[config.mk]
export PLATFORM = sky130hd
export DESIGN_NAME = dmem_store_buffer
export DESIGN_NICKNAME = d
export VERILOG_FILES = /design/src/rtl/dmem_sb_pkg.sv /design/src/rtl/dmem_store_buffer_store_queue.sv /design/src/rtl/dmem_store_buffer.sv
export SDC_FILE = /design/constraint.sdc
export NUM_CORES = 1
export LEC_CHECK = 0
export CELL_PAD_IN_SITES_DETAIL_PLACEMENT = 0
export CELL_PAD_IN_SITES_GLOBAL_PLACEMENT = 1
export CORE_MARGIN = 2
export CORE_UTILIZATION = 45
export CTS_BUF_LIST = sky130_fd_sc_hd__clkbuf_8
export CTS_CLUSTER_SIZE = 12
export DETAILED_ROUTE_END_ITERATION = 6
export PLACE_DENSITY_LB_ADDON = 0.15
export SLEW_MARGIN = 20
export SYNTH_ARGS = -nofsm -noshare
export SYNTH_HDL_FRONTEND = slang
export SYNTH_SLANG_ARGS = --single-unit
[constraint.sdc]
create_clock -name clk_i -period 5.1 [get_ports clk_i]
set_clock_uncertainty 0.05 [all_clocks]
set_input_delay 0.51 -clock clk_i [delete_from_list [all_inputs] [get_ports clk_i]]
set_output_delay 0.51 -clock clk_i [all_outputs]
set_load 0.05 [all_outputs]
[src/rtl/dmem_sb_pkg.sv]
// Shared types and defaults for the posted data-memory store buffer.
//   sb_state_e : memory-side controller states
//   sb_entry_t : one buffered store {byte address, data} at default widths
//   SB_*       : default DEPTH / ADDR_W / DATA_W
package dmem_sb_pkg;

  localparam int SB_DEPTH  = 4;
  localparam int SB_ADDR_W = 32;
  localparam int SB_DATA_W = 32;

  typedef enum logic [1:0] {
    IDLE    = 2'd0,
    WR_WAIT = 2'd1,
    RD_WAIT = 2'd2,
    RD_DONE = 2'd3
  } sb_state_e;

  typedef struct packed {
    logic [SB_ADDR_W-1:0] addr;
    logic [SB_DATA_W-1:0] data;
  } sb_entry_t;

endpackage

[src/rtl/dmem_store_buffer_store_queue.sv]
// store_queue: circular FIFO of posted stores with a youngest-first
// word-address match search used for load forwarding.
//   clk, rst_n           : clock, synchronous active-low reset
//   push, push_addr/data : enqueue at tail (caller guarantees !full)
//   pop                  : retire head (caller guarantees count>0)
//   head_addr/data       : oldest entry, drives the memory write
//   count, full          : occupancy
//   lookup_word          : word address (byte address >> 2) of a load
//   hit, hit_data        : youngest valid entry matching lookup_word
module store_queue
  import dmem_sb_pkg::*;
#(
  parameter int DEPTH  = SB_DEPTH,
  parameter int ADDR_W = SB_ADDR_W,
  parameter int DATA_W = SB_DATA_W
) (
  input  logic                    clk,
  input  logic                    rst_n,
  input  logic                    push,
  input  logic [ADDR_W-1:0]       push_addr,
  input  logic [DATA_W-1:0]       push_data,
  input  logic                    pop,
  output logic [ADDR_W-1:0]       head_addr,
  output logic [DATA_W-1:0]       head_data,
  output logic [$clog2(DEPTH):0]  count,
  output logic                    full,
  input  logic [ADDR_W-3:0]       lookup_word,
  output logic                    hit,
  output logic [DATA_W-1:0]       hit_data
);

  localparam int PTR_W = $clog2(DEPTH);
  localparam int CNT_W = PTR_W + 1;

  typedef struct packed {
    logic [ADDR_W-1:0] addr;
    logic [DATA_W-1:0] data;
  } entry_t;

  entry_t             entries_q [DEPTH];
  logic [PTR_W-1:0]   head_q;
  logic [PTR_W-1:0]   tail_q;
  logic [CNT_W-1:0]   count_q;

  // Pointers wrap naturally because DEPTH is a power of two.
  // NOTE: sequential state uses non-blocking assignments so every register
  // samples pre-edge values regardless of process evaluation order.
  always_ff @(posedge clk) begin
    if (!rst_n) begin
      head_q  <= '0;
      tail_q  <= '0;
      count_q <= '0;
    end else begin
      if (push) tail_q <= tail_q + PTR_W'(1);
      if (pop)  head_q <= head_q + PTR_W'(1);
      case ({push, pop})
        2'b10:   count_q <= count_q + CNT_W'(1);
        2'b01:   count_q <= count_q - CNT_W'(1);
        default: count_q <= count_q;
      endcase
    end
  end

  // NOTE: the entry array is deliberately not reset; an entry is valid only
  // when its distance from head is below count, so stale contents are inert.
  always_ff @(posedge clk) begin
    if (push) entries_q[tail_q] <= '{addr: push_addr, data: push_data};
  end

  assign head_addr = entries_q[head_q].addr;
  assign head_data = entries_q[head_q].data;
  assign count     = count_q;
  assign full      = (count_q == CNT_W'(DEPTH));

  // Walk oldest to youngest; a later match overwrites an earlier one, so the
  // result is the youngest matching store.
  // NOTE: every output of this always_comb gets a default first, so no path
  // leaves a value held and no latch is inferred.
  always_comb begin
    logic [PTR_W-1:0] idx;
    hit      = 1'b0;
    hit_data = '0;
    idx      = '0;
    for (int i = 0; i < DEPTH; i++) begin
      idx = head_q + PTR_W'(i);
      if ((CNT_W'(i) < count_q) &&
          (entries_q[idx].addr[ADDR_W-1:2] == lookup_word)) begin
        hit      = 1'b1;
        hit_data = entries_q[idx].data;
      end
    end
  end

endmodule

[src/rtl/dmem_store_buffer.sv]
// dmem_store_buffer: posted store buffer in front of a multi-cycle data
// memory. Stores retire into store_queue without stalling; loads forward
// from the youngest matching buffered store or fetch from memory under stall.
//   clk_i, rst_i           : clock, synchronous active-low reset
//   MemRead_i, MemWrite_i  : MEM-stage load / store (both set = store)
//   addr_i, wdata_i        : byte address, store data
//   rdata_o, stall_o       : load data to MEMWB, pipeline freeze
//   mem_req_o .. mem_wdata_o : memory request bus (held stable until ack)
//   mem_ack_i, mem_rdata_i : single-cycle completion, read data
module dmem_store_buffer
  import dmem_sb_pkg::*;
#(
  parameter int DEPTH  = SB_DEPTH,
  parameter int ADDR_W = SB_ADDR_W,
  parameter int DATA_W = SB_DATA_W
) (
  input  logic              clk_i,
  input  logic              rst_i,
  input  logic              MemRead_i,
  input  logic              MemWrite_i,
  input  logic [ADDR_W-1:0] addr_i,
  input  logic [DATA_W-1:0] wdata_i,
  output logic [DATA_W-1:0] rdata_o,
  output logic              stall_o,
  output logic              mem_req_o,
  output logic              mem_we_o,
  output logic [ADDR_W-1:0] mem_addr_o,
  output logic [DATA_W-1:0] mem_wdata_o,
  input  logic              mem_ack_i,
  input  logic [DATA_W-1:0] mem_rdata_i
);

  localparam int CNT_W = $clog2(DEPTH) + 1;

  sb_state_e         state_q, state_d;
  logic              load_req, load_miss, push, pop, xfer_done;
  logic              q_full, q_hit;
  logic [CNT_W-1:0]  q_count;
  logic [ADDR_W-1:0] q_head_addr;
  logic [DATA_W-1:0] q_head_data, q_hit_data;
  logic [DATA_W-1:0] rd_q;
  logic              mem_req_q, mem_we_q;
  logic [ADDR_W-1:0] mem_addr_q;
  logic [DATA_W-1:0] mem_wdata_q;

  // A simultaneous read+write is a store; a store never pushes into a full
  // queue even if the head drains this cycle -- it retries next cycle.
  assign load_req  = MemRead_i & ~MemWrite_i;
  assign load_miss = load_req & ~q_hit;
  assign push      = MemWrite_i & ~q_full;
  assign xfer_done = mem_req_q & mem_ack_i;
  assign pop       = (state_q == WR_WAIT) & xfer_done;

  store_queue #(
    .DEPTH  (DEPTH),
    .ADDR_W (ADDR_W),
    .DATA_W (DATA_W)
  ) u_queue (
    .clk         (clk_i),
    .rst_n       (rst_i),
    .push        (push),
    .push_addr   (addr_i),
    .push_data   (wdata_i),
    .pop         (pop),
    .head_addr   (q_head_addr),
    .head_data   (q_head_data),
    .count       (q_count),
    .full        (q_full),
    .lookup_word (addr_i[ADDR_W-1:2]),
    .hit         (q_hit),
    .hit_data    (q_hit_data)
  );

  // State register.
  always_ff @(posedge clk_i) begin
    if (!rst_i) state_q <= IDLE;
    else        state_q <= state_d;
  end

  // Next state. A pending load miss wins over draining: the pipeline is
  // frozen on it, while buffered stores can wait.
  always_comb begin
    state_d = state_q;
    case (state_q)
      IDLE: begin
        if (load_miss)                state_d = RD_WAIT;
        else if (q_count != '0)       state_d = WR_WAIT;
      end
      WR_WAIT: if (xfer_done) state_d = IDLE;
      RD_WAIT: if (xfer_done) state_d = RD_DONE;
      RD_DONE:                state_d = IDLE;
      default:                state_d = IDLE;
    endcase
  end

  // Outputs to the pipeline. A hit cannot coexist with RD_DONE: a miss
  // proved no entry targets the word and the frozen pipeline adds none.
  always_comb begin
    stall_o = 1'b0;
    rdata_o = '0;
    if (MemWrite_i) begin
      stall_o = q_full;
    end else if (load_req) begin
      if (q_hit)                   rdata_o = q_hit_data;
      else if (state_q == RD_DONE) rdata_o = rd_q;
      else                         stall_o = 1'b1;
    end
  end

  // Memory bus registers: loaded once on entry to a request state so the
  // fields stay stable until ack, cleared whenever no request is open.
  always_ff @(posedge clk_i) begin
    if (!rst_i) begin
      mem_req_q   <= 1'b0;
      mem_we_q    <= 1'b0;
      mem_addr_q  <= '0;
      mem_wdata_q <= '0;
    end else begin
      case (state_d)
        WR_WAIT: if (state_q != WR_WAIT) begin
          mem_req_q   <= 1'b1;
          mem_we_q    <= 1'b1;
          mem_addr_q  <= q_head_addr;
          mem_wdata_q <= q_head_data;
        end
        RD_WAIT: if (state_q != RD_WAIT) begin
          mem_req_q   <= 1'b1;
          mem_we_q    <= 1'b0;
          mem_addr_q  <= addr_i;
          mem_wdata_q <= '0;
        end
        default: begin
          mem_req_q   <= 1'b0;
          mem_we_q    <= 1'b0;
          mem_addr_q  <= '0;
          mem_wdata_q <= '0;
        end
      endcase
    end
  end

  always_ff @(posedge clk_i) begin
    if (!rst_i)                                rd_q <= '0;
    else if (state_q == RD_WAIT && xfer_done)  rd_q <= mem_rdata_i;
  end

  assign mem_req_o   = mem_req_q;
  assign mem_we_o    = mem_we_q;
  assign mem_addr_o  = mem_addr_q;
  assign mem_wdata_o = mem_wdata_q;

endmodule

=== Word-level counts from Yosys, hierarchy flattened ===
Memory sizes are Yosys's and may differ from the RTL's. A register that Yosys moved wholly into a read port is not among the register bits.
Cells that the tools add are included.

* Order comparisons: 4
* Equality and inequality tests: 16
* Reduce and logical (&&, ||, !) cells: 9
* Multiplexer cells: 37
* Bitwise gates (word level): 8
* Add/subtract/negate cells: 6

{| class="wikitable"
|+ Operators with widths
! kind !! count
|-
| $mux 32 || 12
|-
| $pmux 32 s2 || 2
|-
| $eq 30x30->1 || 4
|-
| $mux 1 || 13
|-
| $mux 2 || 6
|-
| $eq 2x2->1 const B || 4
|-
| $pmux 2 s4 || 1
|-
| $eq 2x1->1 const B || 3
|-
| $lt 1x3->1 const A || 2
|-
| $lt 2x3->1 const A || 2
|-
| $ne 2x2->1 const B || 3
|-
| $pmux 3 s2 || 1
|-
| $and 1x1->1 || 5
|-
| $logic_and 1x1->1 || 5
|-
| $add 2x1->2 const B || 2
|-
| $add 2x2->2 const B || 2
|-
| $pmux 1 s2 || 2
|-
| $add 3x1->3 const B || 1
|-
| $eq 3x3->1 const B || 1
|-
| $not 1->1 || 3
|-
| $reduce_bool 3->1 || 1
|-
| $sub 3x1->3 const B || 1
|-
| $logic_not 2->1 || 1
|-
| $ne 2x1->1 const B || 1
|-
| other kinds (2) || 2
|}

* Output and inout bits: 99
* Flip-flop bits (word level): 107
* Input bits: 101
* RAM bits: 256
* Memories: 1

{| class="wikitable"
|+ Memories
! name !! words !! bits a word !! rd ports !! clocked after memory_dff !! write ports !! line !! source
|-
| u_queue.entries_q || 4 || 64 || 4 || 1 || 1 || dmem_store_buffer_store_queue.sv:40 || <nowiki>entry_t entries_q [DEPTH];</nowiki>
|}

=== Longest topological paths before layout ===
An unclocked memory read counts as a cell.

* Word-level depth: 14
* Mapped depth: 24
* Depth with buffers taken out: 15

=== Hierarchy ===
A second synthesis with hierarchy kept.

* Cells, all modules: 1826
* Area total of the unflattened synthesis: 21911.0 um^2

{| class="wikitable"
|+ By module, submodules not included
! module !! cells an instance !! sequential area each (um^2) !! area each (um^2) !! times used
|-
| store_queue || 1252 || 7867.5 || 17205.3 || 1
|-
| dmem_store_buffer || 574 || 2001.9 || 4705.8 || 1
|}

=== Worst setup path after synthesis ===
Ideal clock, no wire load.

* Path kind: flip-flop to output port
* Start: register u_queue.head_q[0]
* End: output rdata_o[30]
* Path buffers: 3
* Slack: 335 ps
* Arrival time: 4205 ps
* Cell stages (with the launch flop): 12
* Required time: 4540 ps
* Cells stage by stage: dfxtp_1 buf_6 mux4_2 xnor2_1 a2111o_1 or4_1 or4_1 buf_4 o22ai_4 clkbuf_1 nor3_1 a211oi_1

* Longest elaborated chain between the ends: 10

{| class="wikitable"
|+ RTL lines
! item !! line !! source
|-
| start, declared || dmem_store_buffer_store_queue.sv:41 || <nowiki>logic [PTR_W-1:0] head_q;</nowiki>
|-
| start signal, assigned || dmem_store_buffer_store_queue.sv:55 || <nowiki>if (pop) head_q <= head_q + PTR_W'(1);</nowiki>
|-
| $add 2x1->2 || dmem_store_buffer_store_queue.sv:85 || <nowiki>idx = head_q + PTR_W'(i);</nowiki>
|-
| $mem_v2 4x64 * || n/a ||
|-
| $eq 30x30->1 || dmem_store_buffer_store_queue.sv:87 || <nowiki>(entries_q[idx].addr[ADDR_W-1:2] == lookup_word)) begin</nowiki>
|-
| $logic_and 1x1->1 || dmem_store_buffer_store_queue.sv:86 || <nowiki>if ((CNT_W'(i) < count_q) &&</nowiki>
|-
| $mux 32 / $mux 1 (equally long branches) (3 in a row) || dmem_store_buffer_store_queue.sv:86 ||
|-
| $mux 32 * || dmem_store_buffer.sv:104 || <nowiki>if (q_hit) rdata_o = q_hit_data;</nowiki>
|-
| $mux 32 * || dmem_store_buffer.sv:103 || <nowiki>end else if (load_req) begin</nowiki>
|-
| $mux 32 * || dmem_store_buffer.sv:101 || <nowiki>if (MemWrite_i) begin</nowiki>
|-
| end, declared || dmem_store_buffer.sv:23 || <nowiki>output logic [DATA_W-1:0] rdata_o,</nowiki>
|}

Mark *: on every way between the ends. The rest lies on a longest branch, timed or not.

==> key figures <==
Synth
  – #FFs+latches synth: 365
  – Sequential fraction of the synthesis area: 45.8%
  – Yosys top cell by area: edfxtp_1
  – Main area contributors after synthesis: edfxtp_1 36%, mux2i_1 12%, dfxtp_1 10%, mux4_2 9.0%, nand2_1 3.6%
  – Multiplexer share of the synthesized area: 21.0%
  – Synth Area in Adders: 0.696%
  – Post-synth EDFFs: 256
  – Synth Instances: ~1,800
  – Synth top area share: 35.7%
  – Mapped Nets: 1,933
  – Simple-gate share of the synthesized area: 10.3%
  – Post-synth cell types: 77
  – Syn. warnings: 0
  – Post-synthesis compound-gate area fraction: 13.0%
  – Xor and xnor area share after synthesis: 4.83%
  – Fraction of registers with async set/reset: 0%
  – Mapped Area: 0.0216 mm2
  – Post-synthesis area per instance: 11.8 um2
  – Largest family of logic cells by synthesized area: multiplexers
  – Top FF cell, synth: edfxtp_1

Critical path
  – Crit. End Element: primary output
  – Crit-path cells: mux4_2 -> xnor2_1 -> a2111o_1 -> or4_4 -> or4_4 -> buf_6 -> a2111oi_4 -> buf_6 -> clkbuf_16 -> a221oi_2 -> a32o_2 -> buf_12
  – Crit-path max FO: 8
  – Crit path required time: 4.54 ns
  – Crit Path Class: register to primary output
  – Slowest-stage cell, CP: mux4_2
  – WP data arrival: 4.52 ns
  – Startpoint Class: register
  – CP max stage delay: 0.51 ns

Floorplan
  – Initial Util: 45.3%
  – Die Ht: 223 um
  – Die ar.: approximately 0.05 mm2
  – Ports: 200
  – Die width: 223 um
  – Core footprint: 0.0475 mm2
  – # rows: 80

Detailed routing
  – Initial drt markers: 1,814
  – DR vias: 16,800
  – Vias per cell: 6.22
  – Antenna viol nets, final: 0
  – DR pass1 iterations: 5
  – WL/cell: 26.7 um
  – Final WL: 72.1 mm
  – # DRC: 0

STA
  – Worst Max-Slew Pin Slew: 0.923 ns
  – Period utilization: 99.7%
  – FMAX: 197 MHz
  – TNS Setup: 0 ns
  – Final min period: 5.08 ns
  – Final Setup Violations: 0
  – Final slew viol count: 0
  – RSZ-0062 raised after global routing: true
  – Slack of the critical path: 0.0160 ns
  – Fin. Hold Viols: 0
  – Relative slew slack: between 30% and 40%

Clocking
  – CTS tree: yes
  – Clock Sinks: 365
  – CTS Hold Bufs: 0
  – Clk Latency, worst-skew pair: around 0.66 ns
  – Clock Tree Buf Depth: 3
  – Total CTS buffers: 69
  – Worst-path clk slew: 0.06 ns
  – # H-tree levels: 3
  – CTS root buffer: clkbuf_8

Cells and area
  – Util after Layout: 56.3%
  – Ratio of cells with drive above 1 in the final layout: 19.8%
  – Area Growth Syn to Fin: 24.2%
  – Nets: roughly 2,100
  – Sequential Area: 0.00988 mm2
  – Commonest non-fill, non-tap cell in the layout: edfxtp_1
  – Fillers: 4,040
  – Commonest cells after routing, fill and taps aside: 256 x edfxtp_1, 247 x mux2i_1, 205 x nand2_1, 165 x clkdlybuf4s50_1, 105 x dfxtp_1
  – Multi-input logic area: approximately 0.011 mm2

Status
  – Status: completed

Power and ir drop
  – Worst VDD drop: 209 uV
  – Pleak: 8.70 nW
  – Power Density: about 290 mW/mm2

Placed design
  – Count of input and output buffers: 199
  – HPWL Detailed: roughly 47 mm
  – Worst slack, placed: 0.211 ns
  – GP Congestion: ~0.90

GRT
  – Vias in the first global route: ~16,000
  – Largest net degree at the start of global routing: 65
  – First-pass GRT wire length: 105 mm
  – Overflow after GRT: 0
  – Initial antenna violation count: 1
  – Gr usage total: 28.5%

Min path
  – Hold Crit Class: input port to register

Run
  – Max cap viols: 0
[final cells by class]
class,count,area share (%)
antenna,1,0.00934
clock buffer,83,4.27
clock inverter,45,0.720
inverter,29,0.416
multi-input combinational,1257,41.3
sequential,365,36.9
tap,615,2.87
timing repair buffer,308,13.5
[per-layer routing]
layer | routed length, um | vias to the layer above | GRT usage, %
met1 | 31800 | 8497 | 41.1
li1 | - | 7417 | -
met5 | 0 | - | 0
met3 | 5540 | 124 | 5.48
met4 | 2000 | 0 | 8.25
met2 | 32700 | 780 | 43.7
[metrics by stage]
stage	instances	total power [mW]	hold WS [ns]	area [um2]
after global routing	2703	8.03	0.365	26800
after CTS	2694	7.78	0.329	26500
after detailed placement	2548	4.99	0.409	24700
after global placement	2548	4.97	0.404	24700
final	2703	7.74	0.378	26800
after floorplan	1820	4.37	0.393	21600
[final timing paths]
| path | start | end | slack [ns] | depth (start not counted) |
|---|---|---|---|---|
| max reg2reg | u_queue.head_q[0]$_SDFFE_PN0P_ | mem_addr_o[8]$_SDFFE_PN0P_ | 0.61 | 16 |
| max | u_queue.entries_q[2][63]$_DFFE_PP_ | rdata_o[6] | 0.02 | 12 |
| min | mem_rdata_i[21] | rd_q[21]$_SDFFE_PN0P_ | 0.38 | 3 |
| min reg2reg | rd_q[3]$_SDFFE_PN0P_ | rd_q[3]$_SDFFE_PN0P_ | 0.42 | 2 |
[critical path, delay by kind of cell (launching register included)]
family	cells	cell delay [ns]
flip-flops	1	0.43
AND/OR/NAND/NOR	2	0.96
multiplexers	1	0.51
XOR/XNOR	1	0.15
buffers and inverters	4	0.70
AO/OA/AOI/OAI	4	1.12
[timing repair]
item	CTS	global route
setup buffers	12	6
endpoints found under the hold margin	0	0
gates resized for setup	39	47
endpoints found under the setup margin	32	32
cloned	6	3
pin swaps	5	18
[report_power, final]
part,switching (mW),internal (mW)
logic,0.936,0.569
clock network,1.30,1.47
registers,0.115,3.35
total,2.35,5.39
[cell usage after synthesis (3+ instances only)]
cell and instances:
edfxtp_1 256, mux2i_1 254, nand2_1 205, dfxtp_1 109
clkbuf_1 89, mux4_2 86, xnor2_1 81, nor2b_1 73
a22oi_1 66, a21oi_1 48, xor2_1 38, buf_1 34
a21boi_0 33, a22o_1 33, nor3b_1 33, inv_1 29
buf_2 23, a32o_1 20, nor2_1 20, a221oi_2 17
a311o_1 17, and3_1 15, nand4_1 15, o31ai_1 14
or3_1 14, and2_1 13, nor3_1 13, o21ai_1 13
a221o_1 12, buf_6 12, ha_1 12, o21ai_0 12
nor4_1 11, a211oi_1 9, nand3_1 8, buf_4 7
o22ai_1 7, a2111oi_0 5, a221oi_1 5, mux2_2 5
nand2b_1 4, a222oi_1 3, buf_8 3, or4_1 3
[state kept, by name (all words and copies together), names as in the netlist, 2 cells and up, named ones only]
signal	flops
u_queue.head_q	2
u_queue.tail_q	2
u_queue.entries_q	256
state_q	2
mem_wdata_o	32
mem_addr_o	32
u_queue.count	3
rd_q	32
[logic make-up after synthesis]
| group | Yosys count |
|---|---|
| AND/OR/NAND/NOR | 436 |
| flip-flops | 365 |
| AO/OA/AOI/OAI | 345 |
| multiplexers | 345 |
| buffers and inverters | 198 |
| XOR/XNOR | 119 |
| adder cells (fa/ha/maj) | 12 |
Power figures use the tool's default switching activity.
==> RTL edit 1: new RTL, same flow settings <==
Reset style: asynchronous (`rst_i` and `rst_n`), changed in 4 clocked blocks. Comments in the files are not updated.
--- a/src/rtl/dmem_store_buffer_store_queue.sv
+++ b/src/rtl/dmem_store_buffer_store_queue.sv
@@ -45,7 +45,7 @@
   // Pointers wrap naturally because DEPTH is a power of two.
   // NOTE: sequential state uses non-blocking assignments so every register
   // samples pre-edge values regardless of process evaluation order.
-  always_ff @(posedge clk) begin
+  always_ff @(posedge clk or negedge rst_n) begin
     if (!rst_n) begin
       head_q  <= '0;
       tail_q  <= '0;
--- a/src/rtl/dmem_store_buffer.sv
+++ b/src/rtl/dmem_store_buffer.sv
@@ -72,7 +72,7 @@
   );
 
   // State register.
-  always_ff @(posedge clk_i) begin
+  always_ff @(posedge clk_i or negedge rst_i) begin
     if (!rst_i) state_q <= IDLE;
     else        state_q <= state_d;
   end
@@ -109,7 +109,7 @@
 
   // Memory bus registers: loaded once on entry to a request state so the
   // fields stay stable until ack, cleared whenever no request is open.
-  always_ff @(posedge clk_i) begin
+  always_ff @(posedge clk_i or negedge rst_i) begin
     if (!rst_i) begin
       mem_req_q   <= 1'b0;
       mem_we_q    <= 1'b0;
@@ -139,7 +139,7 @@
     end
   end
 
-  always_ff @(posedge clk_i) begin
+  always_ff @(posedge clk_i or negedge rst_i) begin
     if (!rst_i)                                rd_q <= '0;
     else if (state_q == RD_WAIT && xfer_done)  rd_q <= mem_rdata_i;
   end
Function: differs if rst_i is asserted again (counterexample within 4 cycles, from zero or initial values and one cycle with rst_i low); with rst_i held inactive, the same outputs for 4 cycles.
==> RTL edit 1 against the original RTL <==
The flow now finishes with violations (setup timing); synthesized cell count down 0.55%; routed wire length up 5.8%; non-clock buffer count up 91; worst setup slack worse by 61 ps; synthesized area down 1.9%; sequential cell count down 2; global-route usage up 1.4 points; final area up 4.9%; critical endpoint is now rdata_o[10].
Power is not compared: it rests on default switching activity, and its combinational part moved more than twofold at a synthesized area within 25%.
==> RTL edit 1: results (changes against the original RTL) <==
Outcome
  • Status: finished, violations left (was complete, no violations)
  • Failing checks: setup timing

Synthesis
  • Yosys warns: 0 (unchanged)
  • Synth cell types: 74 (was 77)
  • Post-synth EDFFs: 256 (unchanged)
  • Ys async rst share: 29.5% (was 0%)
  • Top cells by area, synth: edfxtp_1 (36%), dfrtp_1 (13%), mux2i_1 (8.7%) (was edfxtp_1 (36%), mux2i_1 (12%), dfxtp_1 (10%))
  • Top FF cell, synth: edfxtp_1 (unchanged)
  • Register area share after synthesis: 49.0% (was 45.8%)
  • Post-synth top cells: edfxtp_1 (256), mux2i_1 (184), nor2_1 (121) (was edfxtp_1 (256), mux2i_1 (254), nand2_1 (205))
  • Mapped Nets: 1923 (was 1933)

Placed design
  • Final GP Congestion: 0.976 (was 0.898)
  • Pre-CTS setup slack: 263 ps (was 211 ps)
  • DP Wirelength: 47200 um (was 46500 um)
  • I/O Buffers: 199 (unchanged)

Timing
  • Final WS setup: -45.4 ps (was 16.0 ps)
  • Slew @ Worst Pin: 1100 ps (was 923 ps)
  • Period utilisation layout: 101% (was 99.7%)
  • Final setup TNS: -85.4 ps (was 0 ps)
  • Number of setup violations in the final report: 4 (was 0)

Clocking
  • Root Buffer: clkbuf_8 (unchanged)
  • Clk slew on worst S/H paths: 60 ps (about the same)
  • CTS Buf Count: 66 (was 69)
  • H-tree lvl count: 3 (unchanged)
  • Clock Latency Late Sink: roughly 650 ps
  • Max Root-Sink Buffers: 3 (unchanged)

Finish
  • # fillers: 3760 (was 4040)
  • Share of layout cells above drive strength 1: 30.0% (was 19.8%)
  • Biggest register: u_queue.entries_q (unchanged)
  • Largest register FFs: 256 (unchanged)
  • Final Net Count: 2219 (was 2143)
  • Layout area overhead: 32.8% (was 24.2%)

Routing
  • Drt pass-1 iters: 5 (unchanged)
  • Initial detailed-routing violation count: 1853 (was 1814)
  • Mean routed wirelength per cell: 27.5 um (was 26.7 um)
  • Post-DR vias/cell: 6.27 (was 6.22)

Hold path
  • Hold_sp: mem_wdata_o[5]$_DFFE_PN0P_ (was mem_rdata_i[21])
  • HP Class: flip-flop to flip-flop (was input pin to flip-flop)

GRT
  • Antenna violations before repair: 6 (was 1)
  • First-pass GRT wire length: 110000 um (was 105000 um)
  • Pin count of the biggest net entering global routing: 79 (was 65)
  • Gr usage total: 29.9% (was 28.5%)
  • Vias in the first global route: 17064 (was 16352)

Worst setup path
  • Worst path slowest cell: dfrtp_4 (was mux4_2)
  • Worst Setup SP: u_queue.head_q[1]$_DFFE_PN0P_ (was u_queue.entries_q[2][63]$_DFFE_PP_)
  • Arr. time, crit path: 4590 ps (was 4520 ps)
  • Crit path largest cell delay: 530 ps (was 510 ps)
  • Critical path peak fanout: 8 (unchanged)

Pwr
  • Pleak: 10.4 nW
  • Peak VDD IR: 0.357 mV
RTL edit 1: worst max-delay path: cells and delay by family, from the launching register on:
kind	cells	cell delay [ps]
flip-flops	1	530
AO/OA/AOI/OAI	4	810
buffers and inverters	9	1390
multiplexers	1	190
AND/OR/NAND/NOR	4	1040
RTL edit 1: timing repair:
| item | in CTS | in global routing |
|---|---|---|
| resized for setup | 122 | 172 |
| hold endpoints to repair | 56 | 0 |
| hold buffers | 1 | 0 |
| setup buffers | 24 | 30 |
| pin swaps | 14 | 41 |
| setup endpoints to repair | 32 | 32 |
| gates cloned | 12 | 7 |
RTL edit 1: metal layers:
layer  vias to the layer above  track usage, %  part of all wire [%]
li1                       7599               -                     -
met1                      8692            43.5                    43
met2                       918            43.5                    44
met3                       154            7.62                   9.7
met4                         4            10.2                   2.8
met5                         -               0                 0.034
RTL edit 1: worst paths after layout:
| check | endpoint | slack (ps) | depth (start not counted) |
|---|---|---|---|
| min in group asynchronous | mem_addr_o[24]$_DFFE_PN0P_ | 450 | 2 |
| max | rdata_o[10] | -50 | 18 |
| min | mem_wdata_o[5]$_DFFE_PN0P_ | 430 | 2 |
| min reg2reg | mem_wdata_o[5]$_DFFE_PN0P_ | 430 | 2 |
| max reg2reg | mem_addr_o[18]$_DFFE_PN0P_ | 250 | 19 |
| max in group asynchronous | u_queue.head_q[1]$_DFFE_PN0P_ | 3600 | 3 |
RTL edit 1: layout make-up:
class	instances	area (um^2)	share of cell area (%)
antenna	4	10.0	0.0356
multi-input combinational	1259	11000	39.0
sequential	363	10400	36.9
inverter	17	66.3	0.236
clock buffer	76	1050	3.72
clock inverter	44	312	1.11
tap	607	759	2.70
timing repair buffer	399	4560	16.2
RTL edit 1: kinds of logic (layout without fill, tap and decap cells):
group | after synthesis | in the layout | synth area share, %
compound gates | 425 | 425 | 14.3
simple gates | 381 | 381 | 8.41
flops | 363 | 363 | 49.0
mux | 332 | 332 | 19.0
buf+inv | 188 | 536 | 4.14
xor+xnor | 109 | 109 | 4.51
fa+ha+maj | 12 | 12 | 0.709
other cells | 0 | 4 | 0
RTL edit 1: stage by stage:
stage                     utilization (%)  instances  area [um^2]  hold slack [ps]
after floorplan                         -       1810        21200              164
after global placement               52.8       2578        24500              410
after detailed placement             52.8       2578        24500              421
after CTS                            58.0       2735        27000              394
after global routing                 60.5       2768        28100              401
final                                60.5       2769        28100              427
RTL edit 1: power breakdown:
part / switching [W] / internal (W) / total (W)
Clock: 0.00128 / 0.00161 / 0.00289
Combinational: 0.00499 / 0.00337 / 0.00836
Sequential: 0.000431 / 0.00396 / 0.00439
Total: 0.00670 / 0.00894 / 0.0156
==> RTL edit 2: new RTL, same flow settings <==
Made on the original files. `SB_DATA_W`: 32 -> 48.
--- a/src/rtl/dmem_sb_pkg.sv
+++ b/src/rtl/dmem_sb_pkg.sv
@@ -6,7 +6,7 @@
 
   localparam int SB_DEPTH  = 4;
   localparam int SB_ADDR_W = 32;
-  localparam int SB_DATA_W = 32;
+  localparam int SB_DATA_W = 48;
 
   typedef enum logic [1:0] {
     IDLE    = 2'd0,
Ports: changed (resized mem_rdata_i, mem_wdata_o, rdata_o and wdata_i); port bits go from 200 to 264. The function was not compared with the original's and may differ.
==> RTL edit 2 against the original RTL <==
Worst setup slack improved by 19 ps; largest power group unchanged; sequential power is 27% higher; synthesized area is 23% higher; final area grew 23%; global-route usage grew 0.51 points; critical path depth is 2 higher; sequential cell count up 96; total power grew 27%; count of clock-buffer cells in the layout rose by 12; routed wire length grew 26%; synthesized cell count grew 28%; register-to-register slack worse by 80 ps.
==> RTL edit 2: results (changes against the original RTL) <==
Pwr
  • Net Sw Frac: 30.6% (was 30.3%)
  • Pleak: 10.4 nW (was 8.70 nW)
  • Peak VDD IR: 0.198 mV (was 0.209 mV)

Finish
  • Share of layout cells above drive strength 1: 18.6% (was 19.8%)
  • Layout Cells excl Fill: 3427 (was 2703)
  • Final Net Count: 2729 (was 2143)
  • # fillers: 4927 (was 4040)
  • Largest register FFs: 320 (was 256)

Worst setup path
  • Arr. time, crit path: 4510 ps (was 4520 ps)
  • Crit path largest cell delay: 450 ps (was 510 ps)
  • Critical path peak fanout: 20 (was 8)
  • Worst path slowest cell: a2111oi_4 (was mux4_2)

Clocking
  • Clock Latency Late Sink: 690 ps (was 660 ps)
  • CTS Buf Count: 84 (was 69)

Placed design
  • Final GP Congestion: 0.938 (was 0.898)
  • I/O Buffers: 263 (was 199)
  • Placed instance count: 3221 (was 2548)
  • Pre-CTS setup slack: 175 ps (was 211 ps)
  • DP Wirelength: 55600 um (was 46500 um)

Synthesis
  • Synthesized instance count: 2335 (was 1820)
  • Top cells by area, synth: edfxtp_1 (36%), dfxtp_1 (11%), mux4_2 (9.3%) (was edfxtp_1 (36%), mux2i_1 (12%), dfxtp_1 (10%))
  • Mapped Nets: 2480 (was 1933)
  • Synth cell types: 67 (was 77)
  • Post-synth EDFFs: 320 (was 256)
  • Register area share after synthesis: 47.0% (was 45.8%)
  • Post-synth top cells: edfxtp_1 (320), nand2_1 (218), mux2i_1 (210) (was edfxtp_1 (256), mux2i_1 (254), nand2_1 (205))

GRT
  • Gr usage total: 29.0% (was 28.5%)
  • M3 GR Usage: 6.35% (was 5.48%)
  • Grt met1 use: 38.7% (was 41.1%)
  • First-pass GRT wire length: 132000 um (was 105000 um)
  • Met2 usage: 46.6% (was 43.7%)
  • Antenna violations before repair: 9 (was 1)
  • Pin count of the biggest net entering global routing: 183 (was 65)

Outcome
  • Status: complete, no violations (unchanged)

Routing
  • Initial detailed-routing violation count: 1757 (was 1814)
  • DR vias: 21204 (was 16818)
  • WL final: 90700 um (was 72100 um)
  • Drt pass-1 iters: 6 (was 5)

Timing
  • Slew @ Worst Pin: 945 ps (was 923 ps)
[RTL edit 2: final timing paths]
kind / startpoint / to / slack (ps) / cells past startpoint
setup / recovery: flip-flop / rdata_o[27] / 30 / 14
hold / removal: mem_rdata_i[38] / rd_q[38]$_SDFFE_PN0P_ / 330 / 3
setup reg to reg: flip-flop / mem_addr_o[3]$_SDFFE_PN0P_ / 530 / 17
hold reg to reg: rd_q[37]$_SDFFE_PN0P_ / rd_q[37]$_SDFFE_PN0P_ / 420 / 2
[RTL edit 2: per-stage QoR]
stage / power (W) / area (um^2) / hold slack, ps
finish: 0.00984 / 33100 / 331
global route: 0.0102 / 33100 / 309
CTS: 0.00987 / 32600 / 283
detailed placement: 0.00642 / 30600 / 410
global placement: 0.00639 / 30600 / 402
floorplan: 0.00560 / 26400 / 394
[RTL edit 2: what timing repair did]
item / in CTS / in global routing
setup endpoints to repair: 49 / 49
gates resized for setup: 57 / 26
cloned: 2 / 7
setup buffers: 17 / 16
hold endpoints to repair: 0 / 0
pin swaps: 3 / 10
[RTL edit 2: cell type report]
class / count / area (um^2) / share of cell area, %
well taps: 765 / 957 / 2.89
repair buffers: 393 / 4620 / 14.0
inverters: 16 / 62.6 / 0.189
diodes: 6 / 15.0 / 0.0454
clock inverters: 63 / 328 / 0.991
flip-flops and latches: 461 / 12400 / 37.6
clock buffers: 95 / 1310 / 3.95
multi-input cells: 1628 / 13300 / 40.3
[RTL edit 2: power groups by stage]
stage,Combinational (W),Sequential (W),Clock (W)
4_1_cts,0.00198,0.00439,0.00350
5_1_grt,0.00211,0.00442,0.00367
3_3_place_gp,0.00193,0.00446,0
6_report,0.00200,0.00439,0.00344
3_5_place_dp,0.00195,0.00447,0
2_1_floorplan,0.000908,0.00469,0
[RTL edit 2: cell families (layout without fill, tap and decap cells)]
| family | Yosys count | count (layout) | synth area share (%) |
|---|---|---|---|
| AOI/OAI and AO/OA | 669 | 669 | 17.3 |
| and+or+nand+nor | 509 | 509 | 9.87 |
| DFF | 461 | 461 | 47.0 |
| muxes | 324 | 324 | 17.5 |
| buffers and inverters | 246 | 567 | 3.99 |
| xor gates and xnor gates | 114 | 114 | 3.78 |
| adders and majority gates | 12 | 12 | 0.568 |
| other | 0 | 6 | 0 |
[RTL edit 2: per-layer routing]
layer | up-vias | share of wire, %
met5 | - | 0.039
met4 | 6 | 3.4
met3 | 194 | 8.3
met2 | 933 | 47
met1 | 10615 | 41
li1 | 9456 | -
[RTL edit 2: critical path, delay by kind of cell, from the launching register on]
kind / cells / cell delay [ps]
AO/OA/AOI/OAI: 5 / 1380
buffers and inverters: 5 / 1000
flip-flops: 1 / 370
multiplexers: 1 / 390
AND/OR/NAND/NOR: 3 / 680
